$ cat src/rtl/uart_ctrl_pkg.sv
// Shared definitions for the UART transmit controller.
//   state_t      : transmit sequencer states
//   *_OFF        : word offsets on the peripherals bus
//   ST_* / CT_*  : bit positions inside STATUS and CTRL
package uart_ctrl_pkg;

    typedef enum logic [1:0] {
        IDLE  = 2'd0,
        LOAD  = 2'd1,
        START = 2'd2,
        WAIT  = 2'd3
    } state_t;

    localparam logic [1:0] TXDATA_OFF = 2'd0;
    localparam logic [1:0] STATUS_OFF = 2'd1;
    localparam logic [1:0] CTRL_OFF   = 2'd2;

    localparam int ST_EMPTY     = 0;
    localparam int ST_FULL      = 1;
    localparam int ST_BUSY      = 2;
    localparam int ST_OVF       = 3;
    localparam int ST_COUNT_LSB = 8;

    localparam int CT_ENABLE  = 0;
    localparam int CT_IRQ_EN  = 1;
    localparam int CT_BLOCK   = 2;
    localparam int CT_CLR_OVF = 3;
    localparam int CT_FLUSH   = 4;

endpackage

$ cat src/rtl/uart_tx_ctrl_fifo.sv
// Synchronous FIFO with wrap-around pointers carrying an extra MSB so that
// full and empty are distinguished without a separate counter.
//   clk_i, rst_i       : clock, synchronous active-high reset
//   push_i, wr_data_i  : write request and data
//   pop_i              : remove head entry
//   flush_i            : discard all entries (wins over push/pop)
//   rd_data_o          : head entry, combinational
//   full_o, empty_o    : occupancy flags
//   count_o            : number of stored entries
module sync_fifo #(
    parameter  int WIDTH = 8,
    parameter  int DEPTH = 8,
    localparam int AW    = $clog2(DEPTH),
    localparam int CNTW  = AW + 1
) (
    input  logic             clk_i,
    input  logic             rst_i,
    input  logic             push_i,
    input  logic             pop_i,
    input  logic             flush_i,
    input  logic [WIDTH-1:0] wr_data_i,
    output logic [WIDTH-1:0] rd_data_o,
    output logic             full_o,
    output logic             empty_o,
    output logic [CNTW-1:0]  count_o
);

    logic [WIDTH-1:0] r_mem [DEPTH];
    logic [AW:0]      r_wr_ptr;
    logic [AW:0]      r_rd_ptr;
    logic [CNTW-1:0]  w_count;
    logic             w_full;
    logic             w_empty;
    logic             w_do_push;
    logic             w_do_pop;

    assign w_count   = r_wr_ptr - r_rd_ptr;
    assign w_full    = (w_count == CNTW'(DEPTH));
    assign w_empty   = (r_wr_ptr == r_rd_ptr);
    assign w_do_pop  = pop_i & ~w_empty;
    // A push into a full FIFO is fine when the head leaves in the same cycle.
    assign w_do_push = push_i & (~w_full | w_do_pop);

    always_ff @(posedge clk_i) begin
        if (rst_i || flush_i) begin
            r_wr_ptr <= '0;
            r_rd_ptr <= '0;
        end else begin
            if (w_do_push) r_wr_ptr <= r_wr_ptr + 1'b1;
            if (w_do_pop)  r_rd_ptr <= r_rd_ptr + 1'b1;
        end
    end

    always_ff @(posedge clk_i) begin
        if (w_do_push && !flush_i) r_mem[r_wr_ptr[AW-1:0]] <= wr_data_i;
    end

    assign rd_data_o = r_mem[r_rd_ptr[AW-1:0]];
    assign full_o    = w_full;
    assign empty_o   = w_empty;
    assign count_o   = w_count;

endmodule

$ cat src/rtl/uart_tx_ctrl.sv
// Memory-mapped transmit controller between the peripherals bus and uart_tx.
// Stores bytes in a FIFO and hands them to uart_tx one at a time.
//   clk_i, rst_i        : clock, synchronous active-high reset
//   cs_i, we_i, addr_i  : bus select, store strobe, word offset
//   wdata_i / rdata_o   : store data / load data (0 when not selected)
//   stall_o             : hold the pipeline on a blocked TXDATA store
//   irq_o               : TX-empty interrupt (level, registered)
//   tx_*                : handshake with uart_tx
//
// state | meaning
// IDLE  | waiting for enable and a queued byte
// LOAD  | head byte presented, byte_ready strobe, FIFO pop
// START | t_byte start strobe
// WAIT  | byte on the wire, waiting for tx_done_i
module uart_tx_ctrl
    import uart_ctrl_pkg::*;
#(
    parameter int DW      = 32,
    parameter int DEPTH   = 8,
    parameter int DW_UART = 8
) (
    input  logic               clk_i,
    input  logic               rst_i,
    input  logic               cs_i,
    input  logic               we_i,
    input  logic [1:0]         addr_i,
    input  logic [DW-1:0]      wdata_i,
    output logic [DW-1:0]      rdata_o,
    output logic               stall_o,
    output logic               irq_o,
    output logic [DW_UART-1:0] tx_data_o,
    output logic               tx_cs_o,
    output logic               tx_byte_ready_o,
    output logic               tx_start_o,
    input  logic               tx_done_i
);

    localparam int CNTW = $clog2(DEPTH) + 1;

    state_t             r_state;
    state_t             w_state_nxt;
    logic               r_en;
    logic               r_irq_en;
    logic               r_block;
    logic               r_ovf;
    logic               r_irq;
    logic [DW_UART-1:0] r_tx_data;

    logic               w_wr_tx;
    logic               w_wr_ctrl;
    logic               w_flush;
    logic               w_clr_ovf;
    logic               w_pop;
    logic               w_can_push;
    logic               w_push;
    logic               w_drop;
    logic               w_go;
    logic               w_busy;
    logic               w_tx_cs;
    logic               w_tx_br;
    logic               w_tx_start;
    logic [DW_UART-1:0] w_fifo_rd_data;
    logic               w_fifo_full;
    logic               w_fifo_empty;
    logic [CNTW-1:0]    w_fifo_count;
    logic [DW-1:0]      w_status;
    logic [DW-1:0]      w_ctrl;
    logic               w_unused;

    assign w_unused = ^wdata_i[DW-1:DW_UART];

    assign w_wr_tx    = cs_i & we_i & (addr_i == TXDATA_OFF);
    assign w_wr_ctrl  = cs_i & we_i & (addr_i == CTRL_OFF);
    assign w_flush    = w_wr_ctrl & wdata_i[CT_FLUSH];
    assign w_clr_ovf  = w_wr_ctrl & wdata_i[CT_CLR_OVF];
    assign w_pop      = (r_state == LOAD);
    assign w_can_push = ~w_fifo_full | w_pop;
    assign w_push     = w_wr_tx & w_can_push & ~w_flush;
    assign w_drop     = w_wr_tx & ~w_can_push & ~r_block;
    assign stall_o    = w_wr_tx & ~w_can_push & r_block;
    assign w_busy     = (r_state != IDLE);
    // A flush in the same cycle would leave LOAD with nothing to pop.
    assign w_go       = r_en & ~w_fifo_empty & ~w_flush;

    sync_fifo #(
        .WIDTH (DW_UART),
        .DEPTH (DEPTH)
    ) u_fifo (
        .clk_i     (clk_i),
        .rst_i     (rst_i),
        .push_i    (w_push),
        .pop_i     (w_pop),
        .flush_i   (w_flush),
        .wr_data_i (wdata_i[DW_UART-1:0]),
        .rd_data_o (w_fifo_rd_data),
        .full_o    (w_fifo_full),
        .empty_o   (w_fifo_empty),
        .count_o   (w_fifo_count)
    );

    always_ff @(posedge clk_i) begin
        if (rst_i) begin
            r_state   <= IDLE;
            r_en      <= 1'b1;
            r_irq_en  <= 1'b0;
            r_block   <= 1'b0;
            r_ovf     <= 1'b0;
            r_irq     <= 1'b0;
            r_tx_data <= '0;
        end else begin
            r_state <= w_state_nxt;
            if (w_wr_ctrl) begin
                r_en     <= wdata_i[CT_ENABLE];
                r_irq_en <= wdata_i[CT_IRQ_EN];
                r_block  <= wdata_i[CT_BLOCK];
            end
            if (w_clr_ovf)   r_ovf <= 1'b0;
            else if (w_drop) r_ovf <= 1'b1;
            r_irq <= r_irq_en & w_fifo_empty & ~w_busy;
            // Capture the head on entry to LOAD so tx_data_o is valid through WAIT.
            if (r_state == IDLE && w_go) r_tx_data <= w_fifo_rd_data;
        end
    end

    always_comb begin
        w_state_nxt = r_state;
        w_tx_cs     = 1'b0;
        w_tx_br     = 1'b0;
        w_tx_start  = 1'b0;
        case (r_state)
            IDLE: begin
                if (w_go) w_state_nxt = LOAD;
            end
            LOAD: begin
                w_tx_cs     = 1'b1;
                w_tx_br     = 1'b1;
                w_state_nxt = START;
            end
            START: begin
                w_tx_cs     = 1'b1;
                w_tx_start  = 1'b1;
                w_state_nxt = WAIT;
            end
            WAIT: begin
                w_tx_cs = 1'b1;
                if (tx_done_i) w_state_nxt = IDLE;
            end
            default: w_state_nxt = IDLE;
        endcase
    end

    always_comb begin
        w_status                               = '0;
        w_status[ST_EMPTY]                     = w_fifo_empty;
        w_status[ST_FULL]                      = w_fifo_full;
        w_status[ST_BUSY]                      = w_busy;
        w_status[ST_OVF]                       = r_ovf;
        w_status[ST_COUNT_LSB +: CNTW]         = w_fifo_count;
        w_ctrl                                 = '0;
        w_ctrl[CT_ENABLE]                      = r_en;
        w_ctrl[CT_IRQ_EN]                      = r_irq_en;
        w_ctrl[CT_BLOCK]                       = r_block;
    end

    always_comb begin
        rdata_o = '0;
        if (cs_i) begin
            case (addr_i)
                STATUS_OFF: rdata_o = w_status;
                CTRL_OFF:   rdata_o = w_ctrl;
                default:    rdata_o = '0;
            endcase
        end
    end

    assign irq_o           = r_irq;
    assign tx_data_o       = r_tx_data;
    assign tx_cs_o         = w_tx_cs;
    assign tx_byte_ready_o = w_tx_br;
    assign tx_start_o      = w_tx_start;

endmodule

$ cat config.mk
export PLATFORM = sky130hd
export DESIGN_NAME = uart_tx_ctrl
export DESIGN_NICKNAME = d
export VERILOG_FILES = /design/src/rtl/uart_ctrl_pkg.sv /design/src/rtl/uart_tx_ctrl_fifo.sv /design/src/rtl/uart_tx_ctrl.sv
export SDC_FILE = /design/constraint.sdc
export NUM_CORES = 1
export LEC_CHECK = 0
export ABC_CLOCK_PERIOD_IN_PS = 2950
export CAP_MARGIN = 20
export CORE_MARGIN = 5
export CORE_UTILIZATION = 46
export CTS_BUF_LIST = sky130_fd_sc_hd__clkbuf_16
export DETAILED_ROUTE_END_ITERATION = 12
export PLACE_DENSITY_LB_ADDON = 0.1
export SYNTH_ARGS = -nofsm -noshare
export SYNTH_HDL_FRONTEND = slang
export SYNTH_SLANG_ARGS = --single-unit
$ cat constraint.sdc
create_clock -name clk_i -period 2.95 [get_ports clk_i]
set_clock_uncertainty 0.2 [all_clocks]
set_input_delay 0.59 -clock clk_i [delete_from_list [all_inputs] [get_ports clk_i]]
set_output_delay 0.59 -clock clk_i [all_outputs]
set_load 0.05 [all_outputs]
* After elaboration in Yosys (flattened, before gate mapping)
Memories as Yosys holds them, arrays and structs flattened. A register that Yosys moved wholly into a read port is not among the register bits.
Cells that the tools add are included.
** Word-level totals
- Logic and storage cells :: 65
- Memories :: 1
- Input bits :: 39
- Register bits after elaboration :: 15
- Output and inout bits :: 45
- Memory bits (writable) :: 64
** Memory list
- u_fifo.r_mem :: words 8, bits a word 8, rd ports 1, clocked after memory_dff 1, wr ports 1, line uart_tx_ctrl_fifo.sv:28 : logic [WIDTH-1:0] r_mem [DEPTH];
** Operators by class
- Reduce and logical (&&, ||, !) cells :: 10
- Bitwise gates (word level) :: 24
- $add $sub $neg :: 3
- Multiplexer cells :: 10
- Equality and inequality tests :: 9
** Operators by type and width (count)
- 12-bit one-hot mux with 2 select lines :: 1
- 1-bit bitwise AND :: 16
- 12-bit 2-to-1 mux :: 1
- 4-bit by 1-bit adder with 4-bit output, second input constant :: 2
- 2-bit one-hot mux with 4 select lines :: 1
- 2-bit == test, second input constant :: 3
- 1-bit NOT :: 6
- 1-bit 2-to-1 mux :: 5
- 2-bit by 1-bit == test with 1-bit output, second input constant :: 2
- 4-bit == test :: 1
- 4-bit == test, second input constant :: 1
- 2-bit zero test :: 2
- 2-bit 2-to-1 mux :: 2
- 2-bit != test, second input constant :: 2
- 4-bit subtractor :: 1
- 3-bit OR reduction :: 1
- 1-bit logical AND :: 2
- 1-bit bitwise OR :: 2
- 2-bit AND reduction :: 1
- 2-bit nonzero test :: 1
- 2-bit OR reduction :: 1
- 1-bit zero test :: 1
- 1-bit logical OR :: 1

* Logic depth before layout (Yosys ltp)
Gate-level depths: netlist of the first run.
- Depth in word-level cells :: 10
- Gate-level depth with buffers :: 10
- Depth with buffers taken out :: 8

* Modules after synthesis
Synthesis of the first run repeated with hierarchy kept, for this count alone.
** Unflattened totals
- Cells, all modules :: 283
- Area total of the unflattened synthesis :: 4050.1 um^2
** Modules (own cells, without submodules)
- sync_fifo :: instances 1, seq. area each 2142.1 um^2, cells each 170, area an instance 3045.4 um^2
- uart_tx_ctrl :: instances 1, seq. area each 300.3 um^2, cells each 113, area an instance 1004.7 um^2

* Worst setup path before layout of the first run
OpenSTA, ideal clock, no wires.
- Path kind :: register to output
- From :: reg u_fifo.r_wr_ptr[0]
- To :: out stall_o
- Data required time :: 2160 ps
- Data arrival time :: 3249 ps
- Slack :: -1089 ps
- Cell stages (with the launch flop) :: 8
- Buffers on the path :: 0
- Cells stage by stage :: dfxtp_1 > inv_1 > ha_1 > fa_1 > xor2_1 > and3_1 > nand3_1 > nor4b_1
** Between the ends
- Longest elaborated chain between the ends :: 7
** RTL lines
- from (decl) :: line uart_tx_ctrl_fifo.sv:29 : logic [AW:0] r_wr_ptr;
- from (signal assigned) :: line uart_tx_ctrl_fifo.sv:49 : if (w_do_push) r_wr_ptr <= r_wr_ptr + 1'b1;
- 4-bit subtractor :: line uart_tx_ctrl_fifo.sv:37 : assign w_count = r_wr_ptr - r_rd_ptr;
- 4-bit == test :: line uart_tx_ctrl_fifo.sv:38 : assign w_full = (w_count == CNTW'(DEPTH));
- 1-bit NOT :: line uart_tx_ctrl.sv:77 : assign w_can_push = ~w_fifo_full | w_pop;
- 1-bit bitwise OR :: line uart_tx_ctrl.sv:77
- 1-bit NOT :: line uart_tx_ctrl.sv:80 : assign stall_o = w_wr_tx & ~w_can_push & r_block;
- 1-bit bitwise AND (2 in a row) :: line uart_tx_ctrl.sv:80
- to (decl) :: line uart_tx_ctrl.sv:29 : output logic stall_o,
No other way between the ends.

* Worst setup path after layout of the first run
Ends and elaborated chain as after synthesis.

==> impl_metrics.toml, run 1 <==
[timing]
worst_pin_slew_ps = 509
finalCritPeriodShare_pct = 101
slew_headroom_pct = 66.0
timing.fmax_ghz = 0.337
timing.final.ws_setup_ps = -19.1
setup_violations = 1
drv_slew = 0
rsz0062_at_grt = "yes"
hold_violations = 0
fin_crit_ps = 2970
hold_ws_ps = 265

[logic_synthesis]
ys_top_cells_by_count = "64 x edfxtp_1, 32 x nand2_1, 26 x buf_4"
yosysMostFrequentCell = "edfxtp_1"
ys_ff_latch = 87
synth.avg_cell_area_um2 = 13.8
synth_edf_count = 64
synth_cells = 285
yosys_warnings = 0
synth_top_area_share_pct = 48.7
synth_sequential_area_ratio_pct = 60.4
synth.top_cells.by_area = "edfxtp_1 49%, dfxtp_1 12%, mux4_2 9.1%"
synth.largest_area_cell = "edfxtp_1"
ys.flop_type = "edfxtp_1"
syn_area_mm2 = 0.00394
synth-async-reset-ratio_pct = 0
ys_types = 43

[floorplanning]
core_mm2 = 0.00830
num_rows = 33
dieArea_mm2 = 0.0105
die_x_um = 103
io_pins = 84
start_util_pct = 47.5
dieHeight_um = 103

[place]
portBuffers = 35
gp_congestion = 0.773
post_dp_cell_area_mm2 = 0.00457
place_inst = 437
hpwl_um = 5440

[route]
drc = 0
finalWirelength_um = 8050
detail_route.iter0.violations = 73
ant_nets = 0
wl_per_cell_um = 17.6
drtPass1Iterations = 4
vias = 2398
drt-vias-per-instance = 5.25

[clock_tree]
clk_pin_slew_ps = 60
clock_path_buffers = 2
worst_skew_pair.late_latency_ps = 320
cts_tree = "built"
cts_hold_buf = 0
cts-root-buf = "clkbuf_16"
htree_levels = 3
cts_buffers = 9
clkSinkCount = 87

[status]
status = "complete, but fails checks"
violations = "setup timing"

[cells_and_area]
final_cell_area_mm2 = 0.00497
nFillCells = 661
area_delta_synth_final_pct = 26.1
fin_cells = 457
antenna_cells = 0
finalNetCount = 399
utilization_pct = 59.9
drive_gt1_share_pct = 25.3

[worst_setup_path]
crit_fanout = 3
cp_data_arrival_time_ps = 2180
endpoint_kind = "output port"
crit_type = "reg -> out"
cp.required_ps = 2160
crit_path_start_kind = "register"
timing.rr.start = "u_fifo.r_wr_ptr[0]$_SDFFE_PP0P_"
crit_start = "u_fifo.r_wr_ptr[0]$_SDFFE_PP0P_"

[power]
p_leak_nw = 1.79
peakVddDrop_mv = 0.306
power_w = 0.00290
powerDensity_mw_per_mm2 = 583

[global_routing]
grt_max_degree = 20
grt_pass1_wl_um = 12600
antenna_found_initial = 0
grt_pass1_vias = 2374
grt_overflow = 0
grt_use_total_pct = 16.4

[run]
cap_violations = 0

[min_path]
hp-start = "r_ovf$_SDFFE_PP0P_"
hold_class = "reg -> reg"
==> layout make-up <==
type                       instances  area [µm²]  area share, %
multi-input combinational        177        1440           29.0
timing repair buffer              61         651           13.1
tap                              105         131           2.64
clock buffer                      12         300           6.04
sequential                        87        2380           47.9
inverter                          11        41.3          0.830
clock inverter                     4        23.8          0.478
==> placed cells by master (no fill, tap or decap), drive strengths merged, types with 12 or more instances in the layout <==
cell type / count
edfxtp: 64
buf: 35
nand2: 33
clkdlybuf4s50: 25
conb: 24
dfxtp: 23
nor2: 23
mux4: 16
inv: 13
clkbuf: 12
ha: 12
==> sequential cells by signal, indices dropped and copies added (netlist names) <==
signal           cells
u_fifo.r_wr_ptr      4
r_irq_en             1
r_ovf                1
r_state              2
u_fifo.r_rd_ptr      4
r_block              1
tx_data_o            8
irq_o                1
r_en                 1
u_fifo.r_mem        64
==> power breakdown <==
group | internal (W) | switching [W]
registers | 0.00133 | 0.0000141
clock network | 0.000720 | 0.000435
logic | 0.000125 | 0.000274
total | 0.00218 | 0.000723
==> worst max-delay path: stages, from the launching register on <==
cell and delay [ps]:
dfxtp_2 330, inv_2 50, ha_4 150, fa_2 530, and3_4 210, nand3_4 80
nor4b_4 320, buf_12 180
==> metrics by stage <==
step	setup WS [ps]	TNS, ps
after floorplan	-223	-12590
after CTS	4.97	0
after global routing	-144	-209
after detailed placement	90.6	0
after global placement	133	0
final	-19.1	-19.1
==> routing by layer <==
layer	global-route usage, %	vias to the layer above	part of all wire [%]	wire length, µm
met1	22.3	1178	43	3450
met2	26.3	81	49	3950
met3	3.86	2	7.5	600
met4	4.94	0	0.62	50
li1	-	1137	-	-
met5	0	-	0	0
==> path summary, 6_finish.rpt <==
path / endpoint / slack (ps) / cells past startpoint
setup / recovery: stall_o / -20 / 7
hold / removal: r_ovf$_SDFFE_PP0P_ / 270 / 1
setup reg to reg: u_fifo.r_mem[4][0]$_DFFE_PP_ / 310 / 10
hold reg to reg: r_ovf$_SDFFE_PP0P_ / 270 / 1
==> timing repair <==
action,4_1_cts,5_1_grt
endpoints found under the hold margin,0,0
buffers inserted,3,1
cloned,0,0
pin swaps,4,4
setup endpoints to repair,2,3
gates resized for setup,8,4
==> cell families (layout without fill, tap and decap cells) <==
group | after synthesis | in the layout | share of synthesized area, %
adder cells (fa/ha/maj) | 13 | 13 | 4.31
buffers and inverters | 44 | 88 | 6.92
AND/OR/NAND/NOR | 89 | 89 | 11.3
AO/OA/AOI/OAI | 24 | 24 | 5.01
flip-flops | 87 | 87 | 60.4
XOR/XNOR | 5 | 5 | 1.30
other | 1 | 24 | 0.0951
multiplexers | 22 | 22 | 10.7
No activity file was read; power rests on OpenSTA's default activity.
==> run 2: changes to the inputs <==
CORE_ASPECT_RATIO = 1.5   (was not set)
GPL_TIMING_DRIVEN = 0   (was not set)
==> impl_metrics.toml, run 2 (synthesized netlist as in run 1, its figures left out) <==
[status]
status = "complete, but fails checks"
violations = "setup timing"

[place]
portBuffers = 34
hpwl_um = 6070
dpl_worst_slack_ps = -1050
gp_congestion = 0.792

[run]
cap_violations = 0

[worst_setup_path]
cp_data_arrival_time_ps = 2220
cp_cell_sequence = "inv_8 -> ha_4 -> fa_2 -> and3_4 -> nand3_4 -> nor4b_4 -> buf_6"
max_stage_delay_ps = 530
crit_buf_inv = 2
crit_slowest_cell = "fa_2"
crit_path_start_kind = "register"
r2r_end = "u_fifo.r_mem[1][3]$_DFFE_PP_"
ff2ff_setup_slack_ps = 110
rr_worst_depth = 9
cp.required_ps = 2160
crit_family = "adder cells"
timing.rr.start = "u_fifo.r_rd_ptr[1]$_SDFFE_PP0P_"
endpoint_kind = "output port"
crit_fanout = 4
crit_type = "reg -> out"

[floorplanning]
io_pins = 84
dieArea_mm2 = 0.0106
start_util_pct = 46.9
die_x_um = 85.6
num_rows = 41
dieHeight_um = 123
core_mm2 = 0.00841

[global_routing]
grt_pass1_vias = 2491
grt_use_met2_pct = 30.8
grt_use_total_pct = 17.5
grt.met1_usage_pct = 20.1
antenna_found_initial = 0
grt_max_degree = 15
grt_pass1_wl_um = 13400
busiest_layer = "met2"
grt_overflow = 0
grtUsageMet3_pct = 4.40

[route]
detail_route.iter0.violations = 200
finalWirelength_um = 8800
drtPass1Iterations = 4
drt-vias-per-instance = 5.18
ant_nets = 0
vias = 2514
drc = 0
wl_per_cell_um = 18.1

[cells_and_area]
multi_input_area_mm2 = 0.00156
final_cell_mix = "64 x edfxtp_1, 48 x buf_4, 32 x nand2_1"
layout_commonest_cell = "edfxtp_1"
area_delta_synth_final_pct = 30.7
seqCellArea_mm2 = 0.00240
drive_gt1_share_pct = 32.5
finalNetCount = 425
utilization_pct = 61.3
antenna_cells = 0
nFillCells = 682
largest_reg_flops = 64

[clock_tree]
clock_path_buffers = 2
cts_hold_buf = 0
clk_pin_slew_ps = 60
cts-root-buf = "clkbuf_16"
worst_skew_pair.late_latency_ps = 330
cts_tree = "built"
htree_levels = 3
cts_buffers = 9
clkSinkCount = 87

[timing]
hold_violations = 0
fin_crit_ps = 3010
finalCritPeriodShare_pct = 102
tns_ps = -61.7
timing.final.ws_setup_ps = -61.7
timing.fmax_ghz = 0.332
rsz0062_at_grt = "yes"
drv_slew = 0
setup_violations = 1
worst_pin_slew_ps = 537
hold_ws_ps = 276
slew_headroom_pct = 64.2

[min_path]
hp-start = "r_irq_en$_SDFFE_PP0P_"
whs_endpoint = "irq_o$_SDFF_PP0_"
whs_path_depth = 2
hold_class = "reg -> reg"

[power]
powerDensity_mw_per_mm2 = 536
peakVddDrop_mv = 0.449
p_leak_nw = 1.87
power_w = 0.00276
-- run 2: repair_timing --
item | CTS | global route
setup buffers | 4 | 11
resized for setup | 64 | 16
endpoints found under the setup margin | 73 | 46
pin swaps | 7 | 9
-- run 2: worst min-delay path: stages (launching register included) --
cell and delay [ps]:
dfxtp_1 330, nand2_1 60, nor3_1 40
-- run 2: where the power goes --
group / switching, W / internal, W
Combinational: 0.000277 / 0.000140
Clock: 0.000441 / 0.000561
Sequential: 0.0000167 / 0.00133
Total: 0.000735 / 0.00203
-- run 2: worst max path at each step --
stage | start | to | slack (ps) | cells after the start
detailed placement | u_fifo.r_rd_ptr[2]$_SDFFE_PP0P_ | stall_o | -1050 | 8
global placement | u_fifo.r_rd_ptr[1]$_SDFFE_PP0P_ | u_fifo.r_mem[0][6]$_DFFE_PP_ | -1520 | 9
finish | u_fifo.r_wr_ptr[0]$_SDFFE_PP0P_ | stall_o | -60 | 7
floorplan | u_fifo.r_rd_ptr[1]$_SDFFE_PP0P_ | u_fifo.r_mem[0][0]$_DFFE_PP_ | -220 | 9
CTS | u_fifo.r_wr_ptr[1]$_SDFFE_PP0P_ | stall_o | -100 | 7
global route | u_fifo.r_wr_ptr[0]$_SDFFE_PP0P_ | stall_o | -110 | 7
-- run 2: per-layer routing --
metal | part of all wire [%] | up-vias | wire [µm]
met5 | 0 | - | 0
met4 | 1.9 | 0 | 166
met3 | 6.2 | 11 | 543
met2 | 55 | 84 | 4820
met1 | 37 | 1230 | 3270
li1 | - | 1189 | -
-- run 2: stage by stage --
stage | cell area, µm² | instances
after global placement | 4530 | 449
after floorplan | 4050 | 308
after global routing | 5150 | 485
after CTS | 5030 | 475
after detailed placement | 4620 | 456
final | 5150 | 485
-- run 2: cell type report --
cell class	instances	share of cell area (%)
clock inverter	7	0.777
buffer	31	4.61
inverter	11	1.07
sequential	87	46.5
timing repair buffer	56	9.71
multi-input combinational	177	30.3
tap	107	2.60
clock buffer	9	4.37
==> run 3: changes to the inputs <==
PLACE_DENSITY = 0.87   (was not set)
PLACE_DENSITY_LB_ADDON = not set   (was 0.1)
==> impl_metrics.toml, run 3 (synthesized netlist as in run 1, its figures left out) <==
[route]
ant_nets = 0
drc = 0
vias = 2581
wl_met2_um = 4940
highest_layer = "met4"
drt-vias-per-instance = 5.34
finalWirelength_um = 8850
detail_route.iter0.violations = 286
drtPass1Iterations = 4
wl_per_cell_um = 18.3
met1_length_um = 3090
wl_met3_um = 590

[timing]
slew_headroom_pct = 64.6
hold_violations = 0
rsz0062_at_grt = "yes"
drv_slew = 0
tns_ps = -143
setup_violations = 2
timing.fmax_ghz = 0.327
hold_ws_ps = 282
timing.final.ws_setup_ps = -108
fin_crit_ps = 3060
finalCritPeriodShare_pct = 104
worst_pin_slew_ps = 531

[clock_tree]
clock_path_buffers = 2
cts_hold_buf = 0
worst_skew_pair.late_latency_ps = 340
htree_levels = 3
clk_pin_slew_ps = 60
cts-root-buf = "clkbuf_16"
cts_buffers = 9
clkSinkCount = 87
cts_tree = "built"

[cells_and_area]
finalNetCount = 424
final_cell_area_mm2 = 0.00517
drive_gt1_share_pct = 33.5
area_delta_synth_final_pct = 31.2
final_cell_mix = "64 x edfxtp_1, 47 x buf_4, 32 x nand2_1"
fin_cells = 483
layout_commonest_cell = "edfxtp_1"
antenna_cells = 0
largest_reg_flops = 64

[floorplanning]
io_pins = 84
start_util_pct = 46.9
dieArea_mm2 = 0.0106
dieHeight_um = 123
die_x_um = 85.6
num_rows = 41
core_mm2 = 0.00841

[worst_setup_path]
crit_fanout = 3
cp_data_arrival_time_ps = 2270
cp.required_ps = 2160
endpoint_kind = "output port"
crit_path_start_kind = "register"
crit_type = "reg -> out"

[power]
powerDensity_mw_per_mm2 = 573
peakVddDrop_mv = 0.516
power_w = 0.00296
p_leak_nw = 1.90

[global_routing]
grt_overflow = 0
grt_pass1_wl_um = 13400
antenna_found_initial = 0
grt_pass1_vias = 2570
grt_max_degree = 16
grt_use_total_pct = 17.1

[place]
post_dp_cell_area_mm2 = 0.00459
hpwl_um = 5750
place_inst = 452
portBuffers = 34
gp_congestion = 0.820

[run]
cap_violations = 0

[min_path]
hold_class = "reg -> reg"

[status]
violations = "setup timing"
status = "complete, but fails checks"
[run 3: final timing paths]
check / start / end / slack [ps] / depth (start not counted)
max reg2reg: u_fifo.r_rd_ptr[1]$_SDFFE_PP0P_ / u_fifo.r_mem[4][6]$_DFFE_PP_ / 90 / 11
min: r_irq_en$_SDFFE_PP0P_ / irq_o$_SDFF_PP0_ / 280 / 2
min reg2reg: r_irq_en$_SDFFE_PP0P_ / irq_o$_SDFF_PP0_ / 280 / 2
max: u_fifo.r_wr_ptr[0]$_SDFFE_PP0P_ / stall_o / -110 / 7
[run 3: timing repair]
| action | in CTS | in global routing |
|---|---|---|
| cloned | 0 | 0 |
| endpoints found under the setup margin | 73 | 54 |
| buffers inserted | 11 | 6 |
| pin swaps | 9 | 2 |
| gates resized for setup | 61 | 13 |
[run 3: worst max-delay path: stages, from the launching register on]
cell        delay [ps]
dfxtp_4            370
clkinvlp_4         110
ha_4               170
fa_2               530
and3_4             200
nand3_2            100
nor4b_4            250
buf_6              200
[run 3: stage by stage]
stage          util (%)  setup WS (ps)
6_report           61.5           -108
5_1_grt            61.5           -162
4_1_cts            60.4           -116
3_5_place_dp       54.6           -910
3_3_place_gp       53.8          -1050
2_1_floorplan         -           -223
[run 3: report_power, final]
group	switching (W)	leakage, nW	total, W	internal (W)
combinational	0.000285	0.982	0.000427	0.000141
clock	0.000450	0.154	0.00119	0.000743
sequential	0.0000161	0.765	0.00134	0.00133
[run 3: cell type report]
cell class / instances / area, µm²
Buffer: 32 / 248
Clock buffer: 9 / 225
Clock inverter: 6 / 92.6
Fill cell: 596 / 3240
Inverter: 11 / 51.3
Multi-Input combinational cell: 177 / 1550
Sequential cell: 87 / 2400
Tap cell: 107 / 134
Timing Repair Buffer: 54 / 478
[run 3: routing by layer]
metal | track usage (%) | up-vias
met5 | 0 | -
met4 | 9.60 | 0
met3 | 4.07 | 19
met2 | 30.8 | 112
met1 | 18.0 | 1266
li1 | - | 1184
==> edit 1 (settings of run 2) <==
Make the reset (`rst_i`) asynchronous in one clocked block. Comments in the files are not updated.
--- a/src/rtl/uart_tx_ctrl.sv
+++ b/src/rtl/uart_tx_ctrl.sv
@@ -99,5 +99,5 @@
     );
 
-    always_ff @(posedge clk_i) begin
+    always_ff @(posedge clk_i or posedge rst_i) begin
         if (rst_i) begin
             r_state   <= IDLE;
Check against the original RTL: differs if rst_i is asserted again (counterexample within 4 cycles, from zero or initial values and one cycle with rst_i high); with rst_i held inactive, the same outputs for 10 cycles.
==> edit 1 against run 2 <==
  * The run still ends with negative setup slack left
  * Synthesized area rose by 0.22%
  * Final area increased by 2.2%
  * Final cell count fell by 1.9%
  * Sequential cell count stayed put
  * Power rose by 17%
  * Routed wire length decreased by 8.0%
  * Setup slack got worse by 0.034 ns
  * Count of clock-buffer cells in the layout stayed put
  * Critical endpoint unchanged
  * Largest power group unchanged
==> edit 1: results (changes against run 2) <==
| Metric | Value |
|---|---|
| Pin count of the biggest net entering global routing | 17 (was 15) |
| Cells after DPL | 441 (was 456) |
| Compound-Gate Fraction of Synth Area | 0.03640 (was 0.05013) |
| Port Buffers | 35 (was 34) |
| Most frequent cells after synthesis | edfxtp_1 (64), buf_4 (25), nand2_1 (20) (was edfxtp_1 (64), nand2_1 (32), buf_4 (26)) |
| First-pass GRT wire length | 12410 µm (was 13400 µm) |
| Layout Nets | 416 (was 425) |
| Tap cell count | 107 (unchanged) |
| Outcome | finished, violations left (unchanged) |
| Post-Synth XOR/XNOR Area | 0.01108 (was 0.01301) |
| Leakage | 2.050 nW (was 1.870 nW) |
| Metal3 WL | 373 µm (was 543 µm) |
| Largest cells by area after synthesis | edfxtp_1 (49%), mux4_2 (9.1%), dfrtp_1 (8.9%) (was edfxtp_1 (49%), dfxtp_1 (12%), mux4_2 (9.1%)) |
| Seq_cells | 87 (unchanged) |
| GP Congestion | 0.7640 (was 0.7924) |
| Global-route usage over all layers | 0.1628 (was 0.1746) |
| Worst-path maximum fanout | 3 (was 4) |
| Adder-cell share of the synthesized area | 0.04305 (was 0.04315) |
| Non-clk buf share | 0.1484 (was 0.1432) |
| Met3 Use GR | 0.04533 (was 0.04400) |
| N_diodes | 0 (unchanged) |
| Final setup viols | 2 (was 1) |
| Share of cells above drive strength 1 | 0.3523 (was 0.3254) |
| Routed vias | 2393 (was 2514) |
| Netlist cell types | 45 (was 43) |
| Vias in the first global route | 2281 (was 2491) |
| Final non-filler cell total | 476 (was 485) |
| Mux cell area share after synthesis | 0.1304 (was 0.1066) |
| Post-synth EDFFs | 64 (unchanged) |
| Met2 usage | 0.2913 (was 0.3084) |
| Total power per unit cell area | 614.5 nW/µm² (was 536.2 nW/µm²) |
| Worst Path Arrival | 2.26 ns (was 2.22 ns) |
| Non-Clock Buffer Count | 91 (was 87) |
| M1 GR Usage | 0.1834 (was 0.2014) |
| Area of the multi-input gates | 1533 µm² (was 1563 µm²) |
| Placed Area | 4639 µm² (was 4623 µm²) |
| Inverters | 12 (was 11) |
| Wirelength per Cell | 17.01 µm (was 18.14 µm) |
| Fraction of the yosys area taken by sequential cells | 0.6220 (was 0.6041) |
| Filler instances | 709 (was 682) |
| Worst slew pin tran | 0.7073 ns (was 0.5370 ns) |
| Worst slack at placement | -1.181 ns (was -1.052 ns) |
| DR WL met2 | 4549 µm (was 4821 µm) |
| Iter 0 DRT Violations | 61 (was 200) |
| Setup ws final | -0.09590 ns (was -0.06167 ns) |
| Peak supply drop | 0.4982 mV (was 0.4487 mV) |
| Combinational share of power | 0.230 (was 0.151) |
| Metal1 wirelength | 3086 µm (was 3266 µm) |
| Violated checks | negative setup slack (unchanged) |
| Post-DP HPWL | 5798 µm (was 6074 µm) |
| Sequential share of cell area | 0.4697 (was 0.4654) |
| Comb_multi_in | 163 (was 177) |
| Num CTS Buffers | 9 (unchanged) |
| Clk tree area frac | 0.05367 (was 0.05147) |
| Async set or reset register ratio after synthesis | 0.1724 (was 0) |
| Internal power | 2.284 mW (was 2.029 mW) |
[edit 1: cell count changes in the layout (fill, tap and decap cells not counted), moves of 4 or more]
cell | before | now
dfxtp_1 | 18 | 3
dfrtp_1 | 0 | 14
nand2_1 | 32 | 20
nor2_1 | 20 | 9
o21ai_1 | 1 | 8
a311oi_1 | 6 | 0
mux2i_1 | 6 | 11
a21oi_2 | 4 | 0
nand3_1 | 4 | 8
[edit 1: through the flow]
stage               TNS, ns  power, mW
floorplan            -5.343      1.973
global placement     -60.88      2.180
detailed placement   -35.17      2.187
CTS                 -0.3386      3.261
global route        -0.6987      3.372
finish              -0.1579      3.238
[edit 1: worst reg2reg max path, stage by stage (launching register included)]
cell,delay [ns]
dfxtp_4,0.34
buf_6,0.12
buf_12,0.12
clkinv_4,0.04
ha_4,0.18
and3b_2,0.22
or3_4,0.41
buf_6,0.14
nand4_4,0.12
nand2_8,0.12
nor4_4,0.33
buf_4,0.25
[edit 1: final timing paths]
path	slack, ns	cells past startpoint	endpoint	startpoint
max	-0.1	8	stall_o	u_fifo.r_wr_ptr[0]
min	0.28	2	tx_data_o[6]	tx_data_o[6]
max reg2reg	0.07	11	u_fifo.r_mem[2][4]	u_fifo.r_rd_ptr[1]
min reg2reg	0.28	2	tx_data_o[6]	tx_data_o[6]
max in group asynchronous	1.59	2	tx_data_o[6]	rst_i
min in group asynchronous	0.51	2	r_irq_en	rst_i
[edit 1: repair_timing]
| action | 4_1_cts | 5_1_grt |
|---|---|---|
| hold buffers | 0 | 0 |
| hold endpoints to repair | 0 | 0 |
| gates resized for setup | 59 | 22 |
| setup endpoints to repair | 73 | 38 |
| setup buffers | 8 | 11 |
| pin swaps | 8 | 6 |
==> edit 2 (config.mk and constraints of run 2) <==
Made on the original files. Set the parameter `DW` to 28 (it was 32).
--- a/src/rtl/uart_tx_ctrl.sv
+++ b/src/rtl/uart_tx_ctrl.sv
@@ -16,5 +16,5 @@
     import uart_ctrl_pkg::*;
 #(
-    parameter int DW      = 32,
+    parameter int DW      = 28,
     parameter int DEPTH   = 8,
     parameter int DW_UART = 8
Interface: changed (resized rdata_o and wdata_i); port bits go from 84 to 76. The function was not compared with the original's and may differ.
==> edit 2 against run 2 <==
  * The run still ends with negative setup slack left
  * Routed wire length up 2.3%
  * Fmax down 1.4%
  * Register-to-register slack worse by 0.04 ns
  * Final area up 0.90%
  * Die area down 0.68%
  * Synthesized area down 0.76%
  * Clock power up 18%
  * Power up 6.1%
  * Sequential share of layout area down 0.41 points
  * Sequential cell count unchanged
  * Setup slack worse by 0.044 ns
  * Non-clock buffer count up 2
  * Count of clock-buffer cells in the layout unchanged
  * Highest routed layer unchanged
==> edit 2: results (changes against run 2) <==
| Metric | Value |
|---|---|
| Outcome | finished, violations left (unchanged) |
| Violated checks | negative setup slack (unchanged) |
| Worst Path Arrival | 2.27 ns (was 2.22 ns) |
| Routed vias | 2511 (was 2514) |
| Post-cts sizing count | 65 (was 64) |
| Yosys warning total | 0 (unchanged) |
| Share of cells above drive strength 1 | 0.3378 (was 0.3254) |
| Worst-path maximum fanout | 3 (was 4) |
| Fraction of the yosys area taken by sequential cells | 0.6087 (was 0.6041) |
| GP Congestion | 0.7866 (was 0.7924) |
| Total negative slack | -0.1144 ns (was -0.06167 ns) |
| N_diodes | 0 (unchanged) |
| Cell depth of the worst flop-to-flop path | 11 (was 9) |
| Reg-to-Reg End | u_fifo.r_mem[2][6] (was u_fifo.r_mem[1][3]) |
| Vias per cell | 5.199 (was 5.184) |
| HP Start | r_ovf (was r_irq_en) |
| Pin count of the biggest net entering global routing | 15 (unchanged) |
| Worst slack at placement | -0.9798 ns (was -1.052 ns) |
| Leakage | 1.881 nW (was 1.870 nW) |
| Peak supply drop | 0.6784 mV (was 0.4487 mV) |
| Worst slew pin tran | 0.5825 ns (was 0.5370 ns) |
| Setup ws final | -0.1053 ns (was -0.06167 ns) |
| Syn_area_per_cell | 13.93 µm² (was 13.84 µm²) |
| Final setup viols | 2 (was 1) |
| Htree depth | 3 (unchanged) |
| Hold EP | r_ovf (was irq_o) |
| Post-DP HPWL | 6010 µm (was 6074 µm) |
| Placed Area | 4578 µm² (was 4623 µm²) |
| Most frequent cells after synthesis | edfxtp_1 (64), nand2_1 (32), dfxtp_1 (23) (was edfxtp_1 (64), nand2_1 (32), buf_4 (26)) |
| Cells after DPL | 448 (was 456) |
| Layout Nets | 419 (was 425) |
| Post-CTS setup buffers | 6 (was 4) |
| First-pass GRT wire length | 13740 µm (was 13400 µm) |
| R2R Path Start | u_fifo.r_wr_ptr[0] (was u_fifo.r_rd_ptr[1]) |
| Largest cells by area after synthesis | edfxtp_1 (49%), dfxtp_1 (12%), mux4_2 (9.2%) (was edfxtp_1 (49%), dfxtp_1 (12%), mux4_2 (9.1%)) |
| Global-route usage over all layers | 0.1786 (was 0.1746) |
| Vias in the first global route | 2589 (was 2491) |
| Sw frac | 0.2498 (was 0.2658) |
| Post-Route WL | 9000 µm (was 8797 µm) |
| Reg2reg setup slack | 0.07 ns (was 0.11 ns) |
| Hold Worst Slack | 0.2664 ns (was 0.2764 ns) |
| Hold Path Depth | 1 (was 2) |
edit 2: cell count changes after synthesis:
cell / change
buf_4: -4
edit 2: final cells by class:
class,count,area [µm²]
clock inverter,7,87.58
tap,107,133.9
buffer,27,207.7
sequential,87,2399
multi-input combinational,173,1555
fill,681,3162
clock buffer,9,225.2
timing repair buffer,62,540.5
inverter,11,51.30
edit 2: worst max-delay path by stage:
stage / start / to / slack (ns) / depth (start not counted)
2_1_floorplan: u_fifo.r_rd_ptr[1] / u_fifo.r_mem[0][0] / -0.22 / 9
3_3_place_gp: u_fifo.r_rd_ptr[1] / u_fifo.r_mem[6][1] / -1.67 / 9
3_5_place_dp: u_fifo.r_rd_ptr[2] / stall_o / -0.98 / 8
4_1_cts: u_fifo.r_wr_ptr[1] / stall_o / -0.11 / 7
5_1_grt: u_fifo.r_wr_ptr[0] / stall_o / -0.18 / 7
6_report: u_fifo.r_wr_ptr[0] / stall_o / -0.11 / 7
edit 2: layer usage:
metal	vias to the layer above	track usage	part of all wire
li1	1191	-	-
met1	1237	0.2044	0.38
met2	71	0.3225	0.55
met3	12	0.03667	0.055
met4	0	0.07426	0.014
met5	-	0	0
edit 2: power by group through the flow:
stage | logic, mW | registers [mW] | clock network, mW
global placement | 0.387 | 1.37 | 0
detailed placement | 0.390 | 1.37 | 0
CTS | 0.403 | 1.35 | 1.20
finish | 0.407 | 1.34 | 1.18
floorplan | 0.253 | 1.40 | 0
global route | 0.436 | 1.35 | 1.26
edit 2: cells by family after synthesis:
logic type      after synthesis  share of synthesized area
compound gates               24                    0.05051
xor+xnor                      5                    0.01311
fa+ha+maj                    13                    0.04348
buf+inv                      40                    0.06202
flops                        87                     0.6087
mux                          22                     0.1074
other cells                   1                  0.0009582
simple gates                 89                     0.1138
